--- src/rtl/combination_lock_seq.sv ---
// Sequential combination lock: edge-detected digit entry, fail counting, timed lockout, relock.
// Optional define COMBO_PROG_CODE_EN adds ProgEn and a code register that can be rewritten while OPEN.
module combination_lock_seq #(
    parameter int DIGIT_W        = 4,
    parameter int NUM_DIGITS     = 4,
    parameter logic [DIGIT_W*NUM_DIGITS-1:0] CODE = 16'hD7A3,
    parameter int MAX_FAILS      = 3,
    parameter int LOCKOUT_CYCLES = 16
) (
    input  logic                                  Clk,
    input  logic                                  Reset,
    input  logic                                  Enter,
    input  logic [DIGIT_W-1:0]                    Digit,
    input  logic                                  Relock,
`ifdef COMBO_PROG_CODE_EN
    input  logic                                  ProgEn,
`endif
    output logic [1:0]                            State,
    output logic                                  Unlocked,
    output logic                                  LockedOut,
    output logic [$clog2(NUM_DIGITS+1)-1:0]       Progress,
    output logic [$clog2(MAX_FAILS+1)-1:0]        Fails,
    output logic                                  Error
);

    localparam int CNT_W = $clog2(NUM_DIGITS+1);
    localparam int FW    = $clog2(MAX_FAILS+1);
    localparam int TW    = $clog2(LOCKOUT_CYCLES+1);
    localparam int DEPTH = 1 << CNT_W;

    localparam logic [1:0] ST_ENTRY   = 2'b00;
    localparam logic [1:0] ST_OPEN    = 2'b01;
    localparam logic [1:0] ST_LOCKOUT = 2'b10;

    localparam logic [CNT_W-1:0] LAST_IDX   = CNT_W'(NUM_DIGITS-1);
    localparam logic [FW-1:0]    FAIL_LAST  = FW'(MAX_FAILS-1);
    localparam logic [FW-1:0]    FAIL_MAX   = FW'(MAX_FAILS);
    localparam logic [TW-1:0]    TIMER_INIT = TW'(LOCKOUT_CYCLES);
    localparam logic [TW-1:0]    TIMER_ONE  = TW'(1);

    logic [1:0]       state_reg,    state_next;
    logic [CNT_W-1:0] progress_reg, progress_next;
    logic [FW-1:0]    fails_reg,    fails_next;
    logic [TW-1:0]    timer_reg,    timer_next;
    logic             error_reg,    error_next;
    logic             enter_q_reg;
    logic             press;

    logic [DIGIT_W*NUM_DIGITS-1:0] code_active;
    logic [DIGIT_W-1:0]            code_digit [DEPTH];

`ifdef COMBO_PROG_CODE_EN
    logic [DIGIT_W*NUM_DIGITS-1:0] code_reg,   code_next;
    logic [DIGIT_W*NUM_DIGITS-1:0] shadow_reg, shadow_next;
    assign code_active = code_reg;
`else
    assign code_active = CODE;
`endif

    // Unpack the code so digit 0 (entered first) is the most-significant field.
    // Table is padded to a power of two so Progress can index it directly.
    genvar gi;
    generate
        for (gi = 0; gi < DEPTH; gi++) begin : g_digit
            if (gi < NUM_DIGITS) begin : g_used
                assign code_digit[gi] = code_active[(NUM_DIGITS-1-gi)*DIGIT_W +: DIGIT_W];
            end else begin : g_pad
                assign code_digit[gi] = '0;
            end
        end
    endgenerate

    assign press = Enter & ~enter_q_reg;

    // State register
    always_ff @(posedge Clk) begin
        if (Reset) begin
            state_reg    <= ST_ENTRY;
            progress_reg <= '0;
            fails_reg    <= '0;
            timer_reg    <= '0;
            error_reg    <= 1'b0;
            enter_q_reg  <= 1'b1;   // a button held through reset is not a press
`ifdef COMBO_PROG_CODE_EN
            code_reg     <= CODE;
            shadow_reg   <= CODE;
`endif
        end else begin
            state_reg    <= state_next;
            progress_reg <= progress_next;
            fails_reg    <= fails_next;
            timer_reg    <= timer_next;
            error_reg    <= error_next;
            enter_q_reg  <= Enter;
`ifdef COMBO_PROG_CODE_EN
            code_reg     <= code_next;
            shadow_reg   <= shadow_next;
`endif
        end
    end

    // Next-state logic
    always_comb begin
        state_next    = state_reg;
        progress_next = progress_reg;
        fails_next    = fails_reg;
        timer_next    = timer_reg;
        error_next    = 1'b0;
`ifdef COMBO_PROG_CODE_EN
        code_next     = code_reg;
        shadow_next   = shadow_reg;
`endif
        case (state_reg)
            ST_ENTRY: begin
                timer_next = '0;
                if (Relock) begin
                    progress_next = '0;
                end else if (press) begin
                    if (Digit == code_digit[progress_reg]) begin
                        if (progress_reg == LAST_IDX) begin
                            state_next    = ST_OPEN;
                            progress_next = '0;
                            fails_next    = '0;
                        end else begin
                            progress_next = progress_reg + 1'b1;
                        end
                    end else begin
                        error_next    = 1'b1;
                        progress_next = '0;
                        if (fails_reg >= FAIL_LAST) begin
                            state_next = ST_LOCKOUT;
                            fails_next = FAIL_MAX;
                            timer_next = TIMER_INIT;
                        end else begin
                            fails_next = fails_reg + 1'b1;
                        end
                    end
                end
            end
            ST_OPEN: begin
                timer_next = '0;
                fails_next = '0;
                if (Relock) begin
                    state_next    = ST_ENTRY;
                    progress_next = '0;
`ifdef COMBO_PROG_CODE_EN
                end else if (!ProgEn) begin
                    progress_next = '0;
                end else if (press) begin
                    // Progress doubles as the programming index while OPEN.
                    for (int i = 0; i < NUM_DIGITS; i++) begin
                        if (progress_reg == CNT_W'(i)) begin
                            shadow_next[(NUM_DIGITS-1-i)*DIGIT_W +: DIGIT_W] = Digit;
                        end
                    end
                    if (progress_reg == LAST_IDX) begin
                        code_next     = shadow_next;
                        progress_next = '0;
                    end else begin
                        progress_next = progress_reg + 1'b1;
                    end
`endif
                end else begin
                    progress_next = progress_reg;
                end
            end
            ST_LOCKOUT: begin
                progress_next = '0;
                if (timer_reg <= TIMER_ONE) begin
                    state_next = ST_ENTRY;
                    fails_next = '0;
                    timer_next = '0;
                end else begin
                    timer_next = timer_reg - 1'b1;
                end
            end
            default: begin
                state_next    = ST_ENTRY;
                progress_next = '0;
                fails_next    = '0;
                timer_next    = '0;
            end
        endcase
    end

    // Output decode (all sourced from registers)
    always_comb begin
        State     = state_reg;
        Unlocked  = (state_reg == ST_OPEN);
        LockedOut = (state_reg == ST_LOCKOUT);
        Progress  = progress_reg;
        Fails     = fails_reg;
        Error     = error_reg;
    end

endmodule
--- config.mk ---
export PLATFORM = sky130hd
export DESIGN_NAME = combination_lock_seq
export DESIGN_NICKNAME = d
export VERILOG_FILES = /design/src/rtl/combination_lock_seq.sv
export SDC_FILE = /design/constraint.sdc
export NUM_CORES = 1
export LEC_CHECK = 0
export ABC_AREA = 1
export CELL_PAD_IN_SITES_DETAIL_PLACEMENT = 0
export CELL_PAD_IN_SITES_GLOBAL_PLACEMENT = 2
export CORE_MARGIN = 8
export CORE_UTILIZATION = 28
export DETAILED_ROUTE_END_ITERATION = 8
export PLACE_DENSITY = 0.77
export SKIP_LAST_GASP = 1
export SLEW_MARGIN = 0
export SYNTH_ARGS = -nofsm -noshare
export SYNTH_HDL_FRONTEND = slang
export SYNTH_SLANG_ARGS = --single-unit
export TNS_END_PERCENT = 10
--- constraint.sdc ---
create_clock -name Clk -period 3 [get_ports Clk]
set_clock_uncertainty 0.05 [all_clocks]
set_input_delay 0.6 -clock Clk [delete_from_list [all_inputs] [get_ports Clk]]
set_output_delay 0.6 -clock Clk [all_outputs]
set_load 0.05 [all_outputs]
==> out/qor.csv, run 1 <==
stage,metric,value,unit
run,MaxCap Viol Count,0,
clock_tree,clock root buffer,clkbuf_4,
setup_path,worst path bufs/invs,2,
place,port bufs,17,
logic_synthesis,Post-synth EDFFs,0,
timing,Setup TNS,0,ps
route,routed wl met2,885,µm
clock_tree,# H-tree levels,1,
clock_tree,CTS buffer count,3,
timing,Final setup viols,0,
timing,slew margin rel.,65.8,%
setup_path,"Critical Path, Cell by Cell",inv_1 > nor2_1 > clkdlybuf4s50_1,
power_and_ir_drop,internal power,0.280,mW
layout,register area,280,µm²
logic_synthesis,Yosys top cell area share,33.1,%
setup_path,"CP delay by family, top",buffers and inverters,
logic_synthesis,share of flip-flops with an asynchronous set or reset,0,%
route,top routing layer used,met4,
timing,Fmax achieved,414,MHz
timing,Tcrit/Tclk final,80.5,%
timing,hold_ws,409,ps
place,DP Area,0.00106,mm²
route,Detail Route Antenna Nets,0,
clock_tree,clock sink count,14,
route,Initial DRC Count,26,
logic_synthesis,Synth area leader,dfxtp_1,
timing,Slew @ Worst Pin,511,ps
global_routing,first-pass GRT wire length,3330,µm
die,Core Area,0.00295,mm²
logic_synthesis,sequential area share after synthesis,33.1,%
setup_path,critical path launch point,State[0]$_SDFFE_PP0P_,
timing,RSZ-0062 raised after global routing,no,
power_and_ir_drop,net switching power,0.0884,mW
timing,"Hold Violations, Final",0,
clock_tree,clock-pin slew on the worst setup and hold paths,90,ps
status,status,"finished, final reports clean",
setup_path,biggest cell delay along the critical path,830,ps
place,dpl ws,875,ps
clock_tree,# Post-CTS Setup Buffers,0,
logic_synthesis,Synth area leaders,"dfxtp_1, nand2_1, nor2_1",
power_and_ir_drop,Cell Pwr Density,337,mW/mm²
clock_tree,TritonCTS clock tree,built,
power_and_ir_drop,sequential fraction of design power,51.2,%
clock_tree,clock buffer depth,2,
die,top-level port count,18,
die,Row Count,20,
place,Placer Congestion,0.735,
place,Post-DP HPWL,1520,µm
die,die height,71.0,µm
timing,setup slack after layout,585,ps
logic_synthesis,Syn Inst Count,126,
clock_tree,clock latency on the worst-skew pair,280,ps
logic_synthesis,Mean Syn Cell Area,6.71,µm²
setup_path,Setup crit start kind,flop,
route,met1 WL,842,µm
power_and_ir_drop,switching portion of total power,24.0,%
route,met3 wire len,116,µm
logic_synthesis,synthesized flop and latch total,14,
global_routing,grt ovf,0,
route,DR WL/cell,10.4,µm
power_and_ir_drop,Clock power frac,36.9,%
logic_synthesis,most common cell in the netlist,nand2_1,
layout,footprint of the multi-input gates,479,µm²
route,via count,799,
clock_tree,CTS Hold Bufs,0,
logic_synthesis,area of the mapped netlist,846,µm²
route,average via count per standard cell,4.44,
setup_path,Worst R2R Start,Progress[1]$_SDFFE_PP0P_,
layout,NumNets Final,161,
route,Detailed Route WL,1880,µm
hold_path,hold_sp,timer_reg[0]$_SDFF_PP0_,
layout,fin area,0.00109,mm²
layout,layout cells sized above 1,9.52,%
clock_tree,# resized after CTS,0,
die,Initial Util,28.6,%
global_routing,vias in the first global route,773,
die,Die W,71.0,µm
global_routing,Total GRT Usage,8.20,%
logic_synthesis,Syn Nets,139,
route,drt first pass iters,4,
setup_path,crit path max fanout,4,
logic_synthesis,"Top FF cell, synth",dfxtp_1,
die,Die Area,0.00504,mm²
global_routing,largest net degree at the start of global routing,10,
hold_path,HP Class,reg2reg,
power_and_ir_drop,Tot Pwr,0.368,mW
setup_path,CP endpoint kind,output port,
setup_path,"Slowest-stage cell, CP",clkdlybuf4s50_1,
timing,max-slew violations,0,
layout,Fill cells,352,
timing,crit path time final,2410,ps
layout,antenna cell count,0,
setup_path,CP Class,reg2out,
logic_synthesis,Synth top cells by count,"nand2_1, nor2_1, inv_1, dfxtp_1, nand3_1",
power_and_ir_drop,maximum VDD drop,0.160,mV
global_routing,antenna violations before repair,0,
route,# DRC,0,
logic_synthesis,Ys Warns,0,
layout,Layout area overhead,29.3,%
power_and_ir_drop,power share of the combinational group,11.9,%
layout,Largest register FFs,5,
setup_path,CP required,2350,ps
power_and_ir_drop,static leakage,0.526,nW
setup_path,Critical Path AT,1760,ps
logic_synthesis,Cell variety after synth,20,
per-stage QoR:
step / cells / util [%]
5_1_grt: 180 / 37.0
4_1_cts: 180 / 37.0
3_3_place_gp: 176 / 35.8
2_1_floorplan: 126 / -
3_5_place_dp: 176 / 35.8
6_report: 180 / 37.0
cell usage in the layout (no fill, tap or decap), drive strengths merged:
cell,n
a21oi,4
clkbuf,4
clkdlybuf4s50,17
clkinv,2
dfxtp,14
ha,5
inv,21
nand2,30
nand3,13
nand4,1
nor2,24
nor3,1
o21ai,7
or2,1
xnor2,2
xor2,1
metal layers:
| metal | vias to the layer above | track usage (%) |
|---|---|---|
| met5 | - | 0 |
| met4 | 0 | 4.16 |
| met3 | 4 | 2.82 |
| met2 | 11 | 13.9 |
| met1 | 355 | 8.83 |
| li1 | 429 | - |
area by class of cell:
class / instances / area share (%)
Sequential cell: 14 / 25.6
Clock buffer: 4 / 3.32
Multi-Input combinational cell: 89 / 43.8
Timing Repair Buffer: 17 / 15.6
Tap cell: 33 / 3.78
Inverter: 23 / 7.89
worst register-to-register path, delay by kind of cell (launching register included):
family | cells | cell delay [ps]
AO/OA/AOI/OAI | 2 | 250
adder cells (fa/ha/maj) | 1 | 200
buffers and inverters | 1 | 90
flip-flops | 1 | 440
AND/OR/NAND/NOR | 6 | 590
path summary, 6_finish.rpt:
check	end	slack, ps	depth (start not counted)
worst min-delay path	timer_reg[0]$_SDFF_PP0_	410	1
worst max register to register	timer_reg[4]$_SDFF_PP0_	1270	10
worst max-delay path	Unlocked	590	3
worst min register to register	timer_reg[0]$_SDFF_PP0_	410	1
power by group through the flow:
stage | clock [mW] | combinational [mW] | sequential (mW)
6_report | 0.136 | 0.0439 | 0.189
5_1_grt | 0.150 | 0.0496 | 0.189
4_1_cts | 0.142 | 0.0445 | 0.189
3_5_place_dp | 0 | 0.0442 | 0.193
3_3_place_gp | 0 | 0.0443 | 0.193
2_1_floorplan | 0 | 0.0223 | 0.197
logic make-up after synthesis:
group | after synthesis | synth area share (%)
DFF | 14 | 33.1
buffers and inverters | 23 | 10.2
adders and majority gates | 5 | 7.40
AOI/OAI and AO/OA | 11 | 6.95
and+or+nand+nor | 70 | 39.2
xor gates and xnor gates | 3 | 3.11
No activity file was read; power rests on OpenSTA's default activity.
==> inputs of run 2 (changes only) <==
--- a/config.mk
+++ b/config.mk
@@ -9,9 +9,9 @@
 export CELL_PAD_IN_SITES_DETAIL_PLACEMENT = 0
 export CELL_PAD_IN_SITES_GLOBAL_PLACEMENT = 2
 export CORE_MARGIN = 8
-export CORE_UTILIZATION = 28
+export CORE_UTILIZATION = 26
 export DETAILED_ROUTE_END_ITERATION = 8
-export PLACE_DENSITY = 0.77
+export PLACE_DENSITY = 0.72
 export SKIP_LAST_GASP = 1
 export SLEW_MARGIN = 0
 export SYNTH_ARGS = -nofsm -noshare
==> constraint.sdc (replaced) <==
create_clock -name Clk -period 2.5 [get_ports Clk]
set_clock_uncertainty 0.05 [all_clocks]
set_input_delay 0.5 -clock Clk [delete_from_list [all_inputs] [get_ports Clk]]
set_output_delay 0.5 -clock Clk [all_outputs]
set_load 0.05 [all_outputs]
==> run 2 against run 1 <==
  * Hold slack worse by 10 ps
  * Global-route usage down 0.14 points
  * Core utilization down 1.1 points
  * Critical path type unchanged
  * Largest cell class unchanged
==> out/qor.csv, run 2 (same netlist as run 1, synthesis figures left out) <==
stage,metric,value,unit
layout,antenna cell count,0,
clock_tree,clock sink count,14,
layout,"commonest non-fill, non-tap cells in the layout","nand2_1, nor2_1, inv_1",
setup_path,Worst R2R Start,Progress[1]$_SDFFE_PP0P_,
layout,NumNets Final,161,
layout,Largest register FFs,5,
setup_path,CP required,1950,ps
timing,max-slew violations,0,
route,Detailed Route WL,1960,µm
die,Initial Util,27.5,%
timing,Setup TNS,0,ps
power_and_ir_drop,Tot Pwr,0.442,mW
clock_tree,clock-pin slew on the worst setup and hold paths,90,ps
place,port bufs,17,
hold_path,HP Class,reg2reg,
hold_path,hold_sp,timer_reg[0]$_SDFF_PP0_,
place,dpl ws,498,ps
clock_tree,CTS Hold Bufs,0,
timing,Slew @ Worst Pin,501,ps
layout,layout cells sized above 1,9.52,%
layout,"most common cell after layout, fill and taps aside",nand2_1,
power_and_ir_drop,Cell Pwr Density,400,mW/mm²
clock_tree,# Post-CTS Setup Buffers,0,
status,status,"finished, final reports clean",
route,Detail Route Antenna Nets,0,
die,Core Area,0.00308,mm²
place,Post-DP HPWL,1600,µm
route,# DRC,0,
global_routing,vias in the first global route,784,
clock_tree,clock root buffer,clkbuf_4,
hold_path,worst hold path endpoint,timer_reg[0]$_SDFF_PP0_,
clock_tree,# H-tree levels,1,
timing,Final setup viols,0,
die,Die Area,0.00533,mm²
run,MaxCap Viol Count,0,
global_routing,first-pass GRT wire length,3390,µm
timing,setup slack after layout,193,ps
die,Die W,73.0,µm
layout,Fill cells,365,
die,Row Count,20,
timing,slew margin rel.,66.5,%
route,via count,801,
route,drt first pass iters,4,
power_and_ir_drop,static leakage,0.526,nW
route,Initial DRC Count,24,
layout,fin area,0.00111,mm²
place,DP Area,0.00107,mm²
clock_tree,clock buffer depth,2,
timing,crit path time final,2310,ps
global_routing,Total GRT Usage,8.07,%
clock_tree,CTS buffer count,3,
clock_tree,clock latency on the worst-skew pair,280,ps
global_routing,largest net degree at the start of global routing,10,
setup_path,Worst Reg2Reg Path Length in Cells,10,
route,average via count per standard cell,4.19,
layout,final core occ,36.0,%
timing,Fmax achieved,433,MHz
timing,RSZ-0062 raised after global routing,no,
setup_path,Setup crit start kind,flop,
global_routing,antenna violations before repair,0,
timing,Tcrit/Tclk final,92.3,%
place,Placer Congestion,0.704,
setup_path,reg2reg setup slack,740,ps
die,top-level port count,18,
hold_path,Hold Path Stages,1,
setup_path,crit path max fanout,4,
setup_path,CP Class,reg2out,
layout,Layout area overhead,30.9,%
setup_path,Reg-to-Reg End,timer_reg[4]$_SDFF_PP0_,
timing,"Hold Violations, Final",0,
clock_tree,# resized after CTS,0,
die,die height,73.0,µm
clock_tree,TritonCTS clock tree,built,
setup_path,Critical Path AT,1760,ps
power_and_ir_drop,maximum VDD drop,0.168,mV
setup_path,CP endpoint kind,output port,
global_routing,grt ovf,0,
route,DR WL/cell,10.2,µm
==> run 2: cell counts in the layout (fill, tap and decap cells not counted) <==
Identical to the previous run, type by type.
==> run 2: worst max-delay path by stage <==
| stage | start | cells past startpoint | end | slack [ps] |
|---|---|---|---|---|
| after floorplan | State[0]$_SDFFE_PP0P_ | 7 | Progress[1]$_SDFFE_PP0P_ | 330 |
| after global placement | State[0]$_SDFFE_PP0P_ | 3 | Unlocked | 540 |
| after detailed placement | State[0]$_SDFFE_PP0P_ | 3 | Unlocked | 500 |
| after CTS | State[0]$_SDFFE_PP0P_ | 3 | Unlocked | 180 |
| after global routing | State[1]$_SDFFE_PP0P_ | 3 | LockedOut | 90 |
| final | State[0]$_SDFFE_PP0P_ | 3 | Unlocked | 190 |
==> run 2: critical path: stages (launching register included) <==
cell             delay (ps)
dfxtp_1                 430
inv_1                    90
nor2_1                  130
clkdlybuf4s50_1         820
==> run 2: layout make-up <==
type	instances	area [µm²]	share of cell area [%]
Clock buffer	4	36.3	3.28
Inverter	23	86.3	7.80
Multi-Input combinational cell	89	479	43.3
Sequential cell	14	280	25.3
Tap cell	44	55.1	4.97
Timing Repair Buffer	17	170	15.4
==> run 2: metrics by stage <==
| step | hold WS, ps | cells |
|---|---|---|
| finish | 399 | 191 |
| global route | 420 | 191 |
| CTS | 404 | 191 |
| detailed placement | 392 | 187 |
| global placement | 379 | 187 |
| floorplan | 367 | 126 |
==> run 2: power breakdown <==
part / switching, mW / internal (mW)
Sequential: 0.00137 / 0.225
Clock: 0.0747 / 0.0885
Combinational: 0.0304 / 0.0224
==> run 2: per-layer routing <==
layer | global-route usage (%) | vias up | part of all wire [%]
met2 | 12.3 | 9 | 46
met4 | 4.67 | 0 | 1.8
met3 | 2.88 | 4 | 5.0
met1 | 9.45 | 357 | 47
li1 | - | 431 | -
met5 | 0 | - | 0
==> inputs of run 3 (changes only) <==
--- a/config.mk
+++ b/config.mk
@@ -10,6 +10,7 @@
 export CELL_PAD_IN_SITES_GLOBAL_PLACEMENT = 2
 export CORE_MARGIN = 8
 export CORE_UTILIZATION = 26
+export CTS_CLUSTER_SIZE = 14
 export DETAILED_ROUTE_END_ITERATION = 8
 export PLACE_DENSITY = 0.72
 export SKIP_LAST_GASP = 1
==> results of run 3 <==
Final layout, timing and power as in run 2 (identical DEF).
==> patch: new RTL, settings of run 1 <==
The parameter `LOCKOUT_CYCLES` goes from 16 to 8.
--- a/src/rtl/combination_lock_seq.sv
+++ b/src/rtl/combination_lock_seq.sv
@@ -6,5 +6,5 @@
     parameter logic [DIGIT_W*NUM_DIGITS-1:0] CODE = 16'hD7A3,
     parameter int MAX_FAILS      = 3,
-    parameter int LOCKOUT_CYCLES = 16
+    parameter int LOCKOUT_CYCLES = 8
 ) (
     input  logic                                  Clk,
Formal check against the unedited RTL: no difference found for any inputs over 10 cycles, from zero or initial values and one cycle with Reset high; that may be too few to reach the edited logic, so the function may still have changed.
==> patch against run 1 <==
Sequential power is 7% lower; clock power fell by 18%; die area decreased by 1.0%; synthesized cell count is 5.6% lower; sequential cell count fell by 1; power decreased by 8.7%; area after synthesis is 1.3% lower; fmax up 3.3%; worst setup slack gained 0.077 ns; non-clock buffer count is the same; wire length rose by 2.5%; cell area down 1.8%.
==> patch: results (changes against run 1) <==
placed wire-length estimate after detailed placement: 1.569 mm (was 1.521 mm)
met2 capacity usage during global routing: 12.58% (was 13.90%)
final wirelength: 1.922 mm (was 1.876 mm)
non-clock buffer contribution to total cell area: 15.85% (was 15.56%)
Netlist cell types: 24 (was 20)
worst ir drop on vdd: 129.7 uV (was 160.3 uV)
Clock-cell share: 2.564% (was 3.318%)
fraction of final layout cells with drive strength greater than 1: 17.86% (was 9.524%)
Non-CTS inverters: 22 (was 23)
synthesized flop and latch total: 13 (was 14)
part of the Yosys area used for sequential elements: 31.18% (was 33.14%)
first-pass GRT wire length: 3.243 mm (was 3.332 mm)
Static Leakage: 0.4806 nW (was 0.5257 nW)
biggest fanout along the worst timing path: 3 (was 4)
data arrival time of the critical path: 1.69 ns (was 1.76 ns)
global-route met1 utilization: 9.704% (was 8.833%)
vias per cell: 4.491 (was 4.439)
gp weighted congestion: 0.7923 (was 0.7348)
pre-CTS setup slack: 0.8761 ns (was 0.8753 ns)
fraction of standard cell area in multi-input logic: 45.80% (was 43.82%)
endpoint of the lowest-slack register-to-register path: Fails[0]$_SDFFE_PP0P_ (was timer_reg[4]$_SDFF_PP0_)
Initial DRC Count: 18 (was 26)
largest net degree at the start of global routing: 9 (was 10)
Net Sw Frac: 27.34% (was 24.00%)
Worst R2R Setup Slack: 1.24 ns (was 1.27 ns)
sequential cell area: 260.3 um^2 (was 280.3 um^2)
max frequency: 427.8 MHz (was 414.1 MHz)
wire length on met2: 823 um (was 885 um)
result of the run: complete, no violations (unchanged)
worst reg2reg path startpoint: Progress[0]$_SDFFE_PP0P_ (was Progress[1]$_SDFFE_PP0P_)
comb_multi_in: 84 (was 89)
==> patch: cell types whose count changed after synthesis, sizes merged <==
cell    change
nor2        -1
inv         -1
nor3        +2
and3        +1
or2         -1
dfxtp       -1
nand2       -6
xnor2       -1
a211oi      +1
==> patch: kinds of logic after synthesis <==
group	synth area share (%)
flops	31.18
fa+ha+maj	7.496
xor+xnor	2.099
buf+inv	9.895
compound gates	8.396
simple gates	40.93
==> patch: power groups by stage <==
stage               clock (mW)  combinational [mW]  sequential (mW)
floorplan                    0              0.0272            0.183
detailed placement           0              0.0501            0.179
global route             0.128              0.0547            0.176
CTS                      0.115              0.0505            0.175
global placement             0              0.0500            0.179
finish                   0.112              0.0494            0.175
==> patch: per-stage QoR <==
stage | cells | hold WS, ns
final | 173 | 0.4374
after CTS | 173 | 0.4441
after global placement | 169 | 0.3875
after floorplan | 119 | 0.3796
after detailed placement | 169 | 0.4248
after global routing | 173 | 0.4595
